### config.mk
export PLATFORM = sky130hd
export DESIGN_NAME = branch_redirect_ctrl
export DESIGN_NICKNAME = d
export VERILOG_FILES = /design/src/rtl/cpu_branch_pkg.sv /design/src/rtl/sat_counter.sv /design/src/rtl/branch_redirect_ctrl.sv
export SDC_FILE = /design/constraint.sdc
export NUM_CORES = 1
export LEC_CHECK = 0
export CORE_UTILIZATION = 40
export DETAILED_ROUTE_END_ITERATION = 8
export PLACE_DENSITY_LB_ADDON = 0.15
export SETUP_SLACK_MARGIN = 0.5
export SLEW_MARGIN = 20
export SYNTH_ARGS = -nofsm -noshare
export SYNTH_HDL_FRONTEND = slang
export SYNTH_SLANG_ARGS = --single-unit
### constraint.sdc
create_clock -name clk -period 1.95 [get_ports clk]
set_clock_uncertainty 0.1 [all_clocks]
set_input_delay 0.195 -clock clk [delete_from_list [all_inputs] [get_ports clk]]
set_output_delay 0.195 -clock clk [all_outputs]
set_load 0.005 [all_outputs]
### src/rtl/cpu_branch_pkg.sv
// Shared opcode, PC-select encodings and redirect FSM states for the branch redirect controller.
package cpu_branch_pkg;

  localparam logic [4:0] OPC_BE       = 5'b00011;
  localparam logic [1:0] PCSEL_SEQ    = 2'b00;
  localparam logic [1:0] PCSEL_BRANCH = 2'b01;

  typedef enum logic [1:0] {
    IDLE,
    REDIRECT,
    FLUSH
  } redir_state_t;

endpackage

### src/rtl/sat_counter.sv
// Saturating up-counter: increments on inc, sticks at all-ones, cleared only by rst.
module sat_counter #(
  parameter int CNT_W = 16
) (
  input  logic             clk,
  input  logic             rst,
  input  logic             inc,
  output logic [CNT_W-1:0] count
);

  logic [CNT_W-1:0] count_q;

  always_ff @(posedge clk) begin
    if (rst) begin
      count_q <= '0;
    end else if (inc && (count_q != '1)) begin
      count_q <= count_q + CNT_W'(1);
    end
  end

  assign count = count_q;

endmodule

### src/rtl/branch_redirect_ctrl.sv
// Redirect sequencer: one REDIRECT cycle then FLUSH cycles; freezes on stall.
// Optional statistics counters are enabled with the BRANCH_STATS_EN macro.
module branch_redirect_ctrl
  import cpu_branch_pkg::*;
#(
  parameter int ADDR_W       = 16,
  parameter int FLUSH_CYCLES = 2,
  parameter int CNT_W        = 16
) (
  input  logic              clk,
  input  logic              rst,
  input  logic              stall_i,
  input  logic              ex_valid_i,
  input  logic [4:0]        ex_opcode_i,
  input  logic [1:0]        sel_pc_i,
  input  logic [ADDR_W-1:0] ex_target_i,
  output logic [1:0]        pc_src_o,
  output logic [ADDR_W-1:0] pc_target_o,
  output logic              flush_ifid_o,
  output logic              flush_idex_o,
  output logic              busy_o
`ifdef BRANCH_STATS_EN
  ,
  output logic [CNT_W-1:0]  br_exec_cnt_o,
  output logic [CNT_W-1:0]  br_taken_cnt_o
`endif
);

  localparam int FC_W = $clog2(FLUSH_CYCLES) + 1;

  redir_state_t      state_q, state_d;
  logic [FC_W-1:0]   cnt_q, cnt_d;
  logic [ADDR_W-1:0] target_q, target_d;
  logic [1:0]        pc_src_q, pc_src_d;
  logic              flush_q, flush_d;
  logic              take;

  assign take = (state_q == IDLE) & ex_valid_i & ~stall_i & (sel_pc_i == PCSEL_BRANCH);

  always_comb begin
    state_d  = state_q;
    cnt_d    = cnt_q;
    target_d = target_q;
    case (state_q)
      IDLE: begin
        if (take) begin
          state_d  = REDIRECT;
          target_d = ex_target_i;
        end
      end
      REDIRECT: begin
        if (!stall_i) begin
          if (FLUSH_CYCLES == 1) begin
            state_d = IDLE;
          end else begin
            state_d = FLUSH;
            cnt_d   = FC_W'(FLUSH_CYCLES - 2);
          end
        end
      end
      FLUSH: begin
        if (!stall_i) begin
          if (cnt_q == '0) state_d = IDLE;
          else             cnt_d   = cnt_q - FC_W'(1);
        end
      end
      default: state_d = IDLE;
    endcase

    // Outputs are decoded from the next state so they land in registers.
    pc_src_d = (state_d == REDIRECT) ? PCSEL_BRANCH : PCSEL_SEQ;
    flush_d  = (state_d != IDLE);
  end

  always_ff @(posedge clk) begin
    if (rst) begin
      state_q  <= IDLE;
      cnt_q    <= '0;
      target_q <= '0;
      pc_src_q <= PCSEL_SEQ;
      flush_q  <= 1'b0;
    end else begin
      state_q  <= state_d;
      cnt_q    <= cnt_d;
      target_q <= target_d;
      pc_src_q <= pc_src_d;
      flush_q  <= flush_d;
    end
  end

  assign pc_src_o     = pc_src_q;
  assign pc_target_o  = target_q;
  assign flush_ifid_o = flush_q;
  assign flush_idex_o = flush_q;
  assign busy_o       = flush_q;

`ifdef BRANCH_STATS_EN
  logic exec_inc;
  assign exec_inc = (state_q == IDLE) & ex_valid_i & ~stall_i & (ex_opcode_i == OPC_BE);

  sat_counter #(.CNT_W(CNT_W)) u_exec_cnt (
    .clk   (clk),
    .rst   (rst),
    .inc   (exec_inc),
    .count (br_exec_cnt_o)
  );

  sat_counter #(.CNT_W(CNT_W)) u_taken_cnt (
    .clk   (clk),
    .rst   (rst),
    .inc   (take),
    .count (br_taken_cnt_o)
  );
`else
  // Opcode and counter width only matter to the statistics block.
  logic             unused_opcode;
  logic [CNT_W-1:0] unused_cnt_w;
  assign unused_opcode = ^ex_opcode_i;
  assign unused_cnt_w  = '0;
`endif

endmodule

==> results.toml, run 1 <==
[placed_design]
finalWeightedCongestion = 0.723
io_buffers = 41
hpwl_mm = 1.43
placedCellCount = 171

[min_path]
hold_path_class = "in -> reg"
hp-start = "ex_target_i[9]"

[clock_tree]
h-tree-depth = 1
cts_root_buffer = "clkbuf_4"
clock_latency_ns = 0.29
clk_pin_slew_worst_paths_ns = 0.12
cts_tree = "done"
clock_path_buffers = 2
clkSinkCount = 22
cts_made_buffers = 3

[power_and_ir_drop]
power.density_mw_per_mm2 = 474
max-vdd-ir-drop_mv = 0.398
p_leak_uw = 0.000897

[timing]
fin_setup_tns_ns = 0
timing.fmax_mhz = 679
hold_viol = 0
layout_min_cycle_time_ns = 1.47
drv_slew = 0
rsz0062_at_grt = "true"
period_share = 0.755
finalSetupViolations = 0

[critical_path]
critPathKind = "reg -> reg"
path_cells = "nor4b_4 > and3b_2 > clkbuf_16 > mux2i_1"
cp-end-kind = "flip-flop"
crit_path_start = "state_q[0]"
critPathLaunchType = "flip-flop"
critPathArrivalTime_ns = 1.60
max_stage_delay_ns = 0.38
slowest_stage = "dfxtp_4"
crit_family = "simple AND/OR/NAND/NOR gates"
required_ns = 2.08
cp_max_fo = 8
worstReg2RegStart = "state_q[0]"
cp_num_buf_inv = 1

[yosys]
async_flop_share = 0
synth_top_family_by_area = "simple AND/OR/NAND/NOR gates"
syn_avg_cell_area_um2 = 9.92
synth_cell_types = 22
synth_fa_ha_area_frac = 0.0119
netlist_top_cells_count = "33 x nand2b_1, 22 x dfxtp_1, 16 x mux2i_1, 4 x clkbuf_1"
synthSimpleGateAreaFrac = 0.285
synth_edf_count = 0
synth_fp_nets = 134
muxShareOfSynthArea = 0.152
synth_compound_area_frac = 0.0524
synthXorXnorAreaFrac = 0
ys_seq_elements = 22
synth_area_mm2 = 0.00105
ys_seq_area_frac = 0.419
yosys.area.top_type = "dfxtp_1"
synth_ff_type = "dfxtp_1"
syn_inst = 106
yosysTopAreaCellShare = 0.419
synth_warnings = 0
yosysMostFrequentCell = "nand2b_1"
synth_area_leaders = "dfxtp_1 42%, nand2b_1 20%, mux2i_1 15%"

[floorplan]
die_area_mm2 = 0.00284
start_util = 0.424
fp.dieH_um = 53.3
pin_count = 48
core-area_mm2 = 0.00248
fp-row-count = 18
die_w_um = 53.3

[cells_and_area]
instances_no_fill = 182
layout-drive-gt1-share = 0.237
antenna_cells = 0
nets = 182
fin_util = 0.667
syn_to_final_growth_pct = 57.3
n_fill_cell = 218

[route]
vias_per_cell = 4.81
vias = 875
drc = 0
met3_length_um = 119
routed-wl-met2_mm = 1.21
wl_per_cell_um = 12.5
met1Wirelength_um = 938
wirelength_mm = 2.28
drtIter0Drc = 7
ant_nets = 0
dr.pass1.iters = 4
top_layer_used = "met4"

[flow_run]
maxCapViolations = 0

[global_route]
grt_pass1_wl_mm = 3.16
antenna_found_initial = 0
grt_overflow_total = 0
grtUsageTotal = 0.152
grt_pass1_vias = 783
grt_max_degree = 40

[status]
outcome = "completed"
==> flip-flops by register name (all words and copies together) (netlist names) <==
name	cells
pc_target_o	16
state_q	2
pc_src_o	1
busy_o	1
cnt_q	2
==> worst register-to-register path: stages (launching register included) <==
cell and delay [ns]:
dfxtp_4 0.38, nor4b_4 0.27, and3b_2 0.29, clkbuf_16 0.19, mux2i_1 0.19
==> path summary, 6_finish.rpt <==
path | end | slack (ns) | cells past startpoint
worst max-delay path | pc_target_o[3] | 0.48 | 4
worst min register to register | pc_target_o[9] | 0.37 | 2
worst max register to register | pc_target_o[3] | 0.48 | 4
worst min-delay path | pc_target_o[9] | 0.35 | 3
==> metal layers <==
metal	vias to the layer above	track usage
met5	-	0
met4	0	0.0658
met3	2	0.0259
met2	27	0.281
met1	405	0.165
li1	441	-
==> through the flow <==
| step | setup slack [ns] | hold WS, ns | instance area [µm²] | power [µW] |
|---|---|---|---|---|
| 2_1_floorplan | 0.522 | 0.250 | 1050 | 524 |
| 5_1_grt | 0.403 | 0.336 | 1650 | 825 |
| 3_3_place_gp | 0.254 | 0.357 | 1470 | 588 |
| 6_report | 0.478 | 0.349 | 1650 | 783 |
| 4_1_cts | 0.487 | 0.342 | 1510 | 790 |
| 3_5_place_dp | 0.202 | 0.361 | 1470 | 592 |
==> where the power goes <==
group | internal, µW | switching [µW] | total [µW]
registers | 457 | 4.78 | 462
clock network | 71.8 | 125 | 197
logic | 84.5 | 40.3 | 125
==> cells by family after synthesis <==
| kind of cell | after synthesis |
|---|---|
| mux | 16 |
| simple gates | 45 |
| flops | 22 |
| compound gates | 9 |
| other cells | 1 |
| buf+inv | 12 |
| fa+ha+maj | 1 |
==> layout make-up <==
| type | count | area (µm²) | share of cell area |
|---|---|---|---|
| inverter | 3 | 11.3 | 0.00681 |
| tap | 30 | 37.5 | 0.0227 |
| multi-input combinational | 72 | 553 | 0.335 |
| clock buffer | 3 | 22.5 | 0.0136 |
| timing repair buffer | 52 | 563 | 0.341 |
| sequential | 22 | 465 | 0.282 |
==> what timing repair did <==
| item | 4_1_cts | 5_1_grt |
|---|---|---|
| hold buffers | 0 | 0 |
| pin swaps | 0 | 2 |
| gates cloned | 0 | 1 |
| gates resized for setup | 13 | 29 |
| endpoints found under the setup margin | 28 | 35 |
| buffers inserted | 0 | 7 |
==> layout by cell type, fill, tap and decap left out, types with 2 or more instances in the layout <==
| master | instances |
|---|---|
| nand2b_1 | 33 |
| clkdlybuf4s50_1 | 22 |
| dlymetal6s2s_1 | 17 |
| mux2i_1 | 16 |
| dfxtp_2 | 14 |
| buf_4 | 9 |
| dfxtp_1 | 6 |
| inv_1 | 3 |
| nor2_1 | 3 |
| clkbuf_4 | 3 |
| nor4b_2 | 2 |
| and2b_2 | 2 |
| o31ai_1 | 2 |
| nand3b_1 | 2 |
| a31oi_1 | 2 |
| a21oi_1 | 2 |
| dlygate4sd2_1 | 2 |
| dfxtp_4 | 2 |
Note: power is estimated with default switching activity, not from simulation.
==> run 2: changes to the inputs <==
==> constraint.sdc (replaced) <==
create_clock -name clk -period 1.5 [get_ports clk]
set_clock_uncertainty 0.1 [all_clocks]
set_input_delay 0.15 -clock clk [delete_from_list [all_inputs] [get_ports clk]]
set_output_delay 0.15 -clock clk [all_outputs]
set_load 0.005 [all_outputs]
==> results.toml, run 2 (synthesized netlist as in run 1, its figures left out) <==
[timing]
finalSetupViolations = 0
layout_min_cycle_time_ns = 1.45
period_share = 0.965
setup_slack_ns = 0.0530
whs_ns = 0.286
rsz0062_at_grt = "true"
drv_slew = 0
timing.fmax_mhz = 691
hold_viol = 0

[placed_design]
io_buffers = 41
finalWeightedCongestion = 0.720
place_ws_ns = -0.248
postPlaceCellArea_mm2 = 0.00150
hpwl_mm = 1.47

[critical_path]
cp-end-kind = "flip-flop"
critPathKind = "reg -> reg"
critPathLaunchType = "flip-flop"
r2r_slack_ns = 0.05
critPathArrivalTime_ns = 1.58
worstRegToRegCells = 4
crit_end = "pc_target_o[15]"
required_ns = 1.63
crit_path_start = "state_q[1]"
r2r-end = "pc_target_o[15]"
worstReg2RegStart = "state_q[1]"
cp_max_fo = 16

[route]
drc = 0
drtIter0Drc = 4
wirelength_mm = 2.29
ant_nets = 0
vias = 876
dr.pass1.iters = 4
wl_per_cell_um = 12.2
vias_per_cell = 4.68

[clock_tree]
h-tree-depth = 1
hold_buffers = 0
clk_pin_slew_worst_paths_ns = 0.12
clock_latency_ns = 0.31
cts_root_buffer = "clkbuf_4"
cts_made_buffers = 3
clock_path_buffers = 2
cts_tree = "done"
clkSinkCount = 22

[cells_and_area]
largest_reg_flops = 16
final_common_cell = "nand2b_1"
multi_input_area_um2 = 596
nets = 186
antenna_cells = 0
stdcell_area_mm2 = 0.00166
syn_to_final_growth_pct = 58.2
n_fill_cell = 213
ff_latch_area_um2 = 468
final_cell_mix = "33 x nand2b_1, 22 x dfxtp_2, 21 x clkdlybuf4s50_1"
layout-drive-gt1-share = 0.478

[floorplan]
start_util = 0.424
pin_count = 48
die_area_mm2 = 0.00284
fp.dieH_um = 53.3
die_w_um = 53.3
fp-row-count = 18
core-area_mm2 = 0.00248

[power_and_ir_drop]
power.density_mw_per_mm2 = 735
total_power_uw = 1220
p_leak_uw = 0.000671
max-vdd-ir-drop_mv = 0.733

[flow_run]
maxCapViolations = 0

[global_route]
grt_pass1_wl_mm = 3.37
antenna_found_initial = 0
grt_pass1_vias = 795
grt_overflow_total = 0
grtUsageTotal = 0.168
grt_max_degree = 40

[status]
outcome = "completed"

[min_path]
hold_path_class = "in -> reg"
## run 2: cell types whose count changed in the layout (fill, tap and decap cells not counted), sizes merged
cell | before | now
clkbuf | 4 | 3
bufinv | 0 | 1
dlymetal6s2s | 17 | 0
dlygate4sd2 | 2 | 0
buf | 10 | 35
clkdlybuf4s50 | 22 | 21
## run 2: per-layer routing
metal	routed length (µm)	share of wire	vias up	global-route usage
li1	-	-	450	-
met1	884	0.39	396	0.178
met2	1230	0.54	28	0.313
met3	156	0.068	2	0.0661
met4	15	0.0066	0	0.0263
met5	0	0	-	0
## run 2: critical path: stages, from the launching register on
cell and delay, ns:
dfxtp_2 0.36, nor4b_4 0.26, and3b_2 0.24, buf_12 0.17, mux2i_2 0.24
## run 2: worst min-delay path by stage
stage                       to  slack (ns)       startpoint  depth (start not counted)
2_1_floorplan   pc_target_o[0]        0.21   ex_target_i[0]                          2
3_3_place_gp   pc_target_o[14]        0.36  pc_target_o[14]                          2
3_5_place_dp    pc_target_o[9]        0.37   pc_target_o[9]                          2
4_1_cts         pc_target_o[5]        0.28   ex_target_i[5]                          3
5_1_grt        pc_target_o[10]        0.27  ex_target_i[10]                          3
6_report        pc_target_o[5]        0.29   ex_target_i[5]                          3
## run 2: layout make-up
class                   count  share of cell area
flip-flops and latches     22               0.281
clock buffers               3              0.0135
clock inverters             1              0.0181
multi-input cells          72               0.358
inverters                   3             0.00677
well taps                  30              0.0226
repair buffers             56               0.299
## run 2: stage by stage
step	setup TNS, ns	util	std cells
after floorplan	0	-	106
after global placement	-2.52	0.605	173
after detailed placement	-3.19	0.605	173
after CTS	0	0.644	187
after global routing	-0.0116	0.671	187
final	0	0.671	187
## run 2: power breakdown
group          total [µW]  switching (µW)  internal (µW)
Clock                 449             178            270
Sequential            605            7.46            598
Combinational         168            55.3            113
Total                1220             241            981
## run 2: timing repair
item / 4_1_cts / 5_1_grt
endpoints found under the setup margin: 42 / 42
pin swaps: 5 / 3
gates resized for setup: 103 / 17
gates cloned: 0 / 0
buffers inserted: 10 / 0
==> run 3: changes to the inputs <==
--- a/config.mk
+++ b/config.mk
@@ -5,10 +5,12 @@
 export SDC_FILE = /design/constraint.sdc
 export NUM_CORES = 1
 export LEC_CHECK = 0
+export CORE_MARGIN = 2
 export CORE_UTILIZATION = 40
 export DETAILED_ROUTE_END_ITERATION = 8
 export PLACE_DENSITY_LB_ADDON = 0.15
 export SETUP_SLACK_MARGIN = 0.5
+export SKIP_LAST_GASP = 1
 export SLEW_MARGIN = 20
 export SYNTH_ARGS = -nofsm -noshare
 export SYNTH_HDL_FRONTEND = slang
==> results.toml, run 3 (synthesized netlist as in run 1, its figures left out) <==
[cells_and_area]
antenna_cells = 0
layout-drive-gt1-share = 0.455
ff_latch_area_um2 = 467
n_fill_cell = 206
multi_input_area_um2 = 601
largest_reg_flops = 16
syn_to_final_growth_pct = 56.3
nets = 183
instances_no_fill = 184
final_cell_mix = "33 x nand2b_1, 21 x dfxtp_2, 21 x clkdlybuf4s50_1"
final_common_cell = "nand2b_1"

[power_and_ir_drop]
power.density_mw_per_mm2 = 667
max-vdd-ir-drop_mv = 0.794
total_power_uw = 1100
p_leak_uw = 0.000649

[route]
ant_nets = 0
vias = 871
wl_per_cell_um = 12.0
dr.pass1.iters = 4
wirelength_mm = 2.21
drc = 0
drtIter0Drc = 11
vias_per_cell = 4.73

[critical_path]
worstReg2RegStart = "state_q[1]"
cp-end-kind = "flip-flop"
path_cells = "clkdlybuf4s50_1 > nor4b_4 > and3b_2 > buf_8 > mux2i_2"
critPathKind = "in -> reg"
critPathArrivalTime_ns = 1.56
slowest_stage = "clkdlybuf4s50_1"
critPathLaunchType = "input pin"
path_depth = 5
cp_max_fo = 7
required_ns = 1.63
crit_path_start = "stall_i"
max_stage_delay_ns = 0.47
crit_family = "buffers and inverters"
cp_num_buf_inv = 2
worstRegToRegCells = 4

[clock_tree]
clkSinkCount = 22
h-tree-depth = 1
cts_root_buffer = "clkbuf_4"
clk_pin_slew_worst_paths_ns = 0.12
cts_tree = "done"
clock_latency_ns = 0.30
cts_made_buffers = 3
clock_path_buffers = 2

[timing]
rsz0062_at_grt = "true"
timing.fmax_mhz = 700
finalSetupViolations = 0
drv_slew = 0
period_share = 0.953
fin_setup_tns_ns = 0
setup_slack_ns = 0.0710
layout_min_cycle_time_ns = 1.43
hold_viol = 0

[global_route]
grt_pass1_wl_mm = 3.75
antenna_found_initial = 0
grt_pass1_vias = 838
grt_max_degree = 40
grtUsageTotal = 0.151
grt_overflow_total = 0

[placed_design]
placedCellCount = 174
place_ws_ns = -0.231
io_buffers = 41
finalWeightedCongestion = 0.741

[floorplan]
die_area_mm2 = 0.00305
core-area_mm2 = 0.00248
fp.dieH_um = 55.3
fp-row-count = 18
pin_count = 48
die_w_um = 55.3
start_util = 0.424

[min_path]
hold_path_class = "in -> reg"
hold_depth = 3
hp-start = "ex_target_i[6]"

[status]
outcome = "completed"

[flow_run]
maxCapViolations = 0
==> run 3: per-layer routing <==
metal	track usage	wire (µm)
met1	0.163	891
met2	0.274	1120
met3	0.0703	187
met4	0.0209	15
met5	0	0
==> run 3: path summary, 6_finish.rpt <==
check,slack (ns),endpoint
hold reg to reg,0.38,pc_target_o[2]
setup / recovery,0.07,pc_target_o[9]
setup reg to reg,0.07,pc_target_o[9]
hold / removal,0.29,pc_target_o[6]
==> run 3: worst register-to-register path, cell delays in order (launching register included) <==
cell	delay, ns
dfxtp_2	0.36
nor4b_4	0.26
and3b_2	0.28
buf_8	0.15
mux2i_2	0.21
==> run 3: through the flow <==
stage,cell area (µm²),util,hold slack [ns]
6_report,1640,0.663,0.287
5_1_grt,1640,0.663,0.288
4_1_cts,1540,0.622,0.277
3_5_place_dp,1490,0.603,0.361
3_3_place_gp,1490,0.603,0.358
2_1_floorplan,1060,-,0.205
==> run 3: layout make-up <==
| class | instances | area share |
|---|---|---|
| Multi-Input combinational cell | 72 | 0.366 |
| Timing Repair Buffer | 53 | 0.299 |
| Sequential cell | 22 | 0.284 |
| Tap cell | 30 | 0.0228 |
| Clock buffer | 4 | 0.0221 |
| Inverter | 3 | 0.00685 |
==> run 3: repair_timing <==
action                                 in CTS  in global routing
buffers inserted                            4                  2
endpoints found under the hold margin       0                  0
hold buffers                                0                  0
setup endpoints to repair                  42                 42
pin swaps                                   6                  4
gates resized for setup                   109                 16
==> run 3: report_power, final <==
group          total [µW]  switching (µW)  internal (µW)  leakage [µW]
Sequential            605            7.51            598      0.000188
Clock                 324             176            148     0.0000210
Combinational         167            54.1            113      0.000439
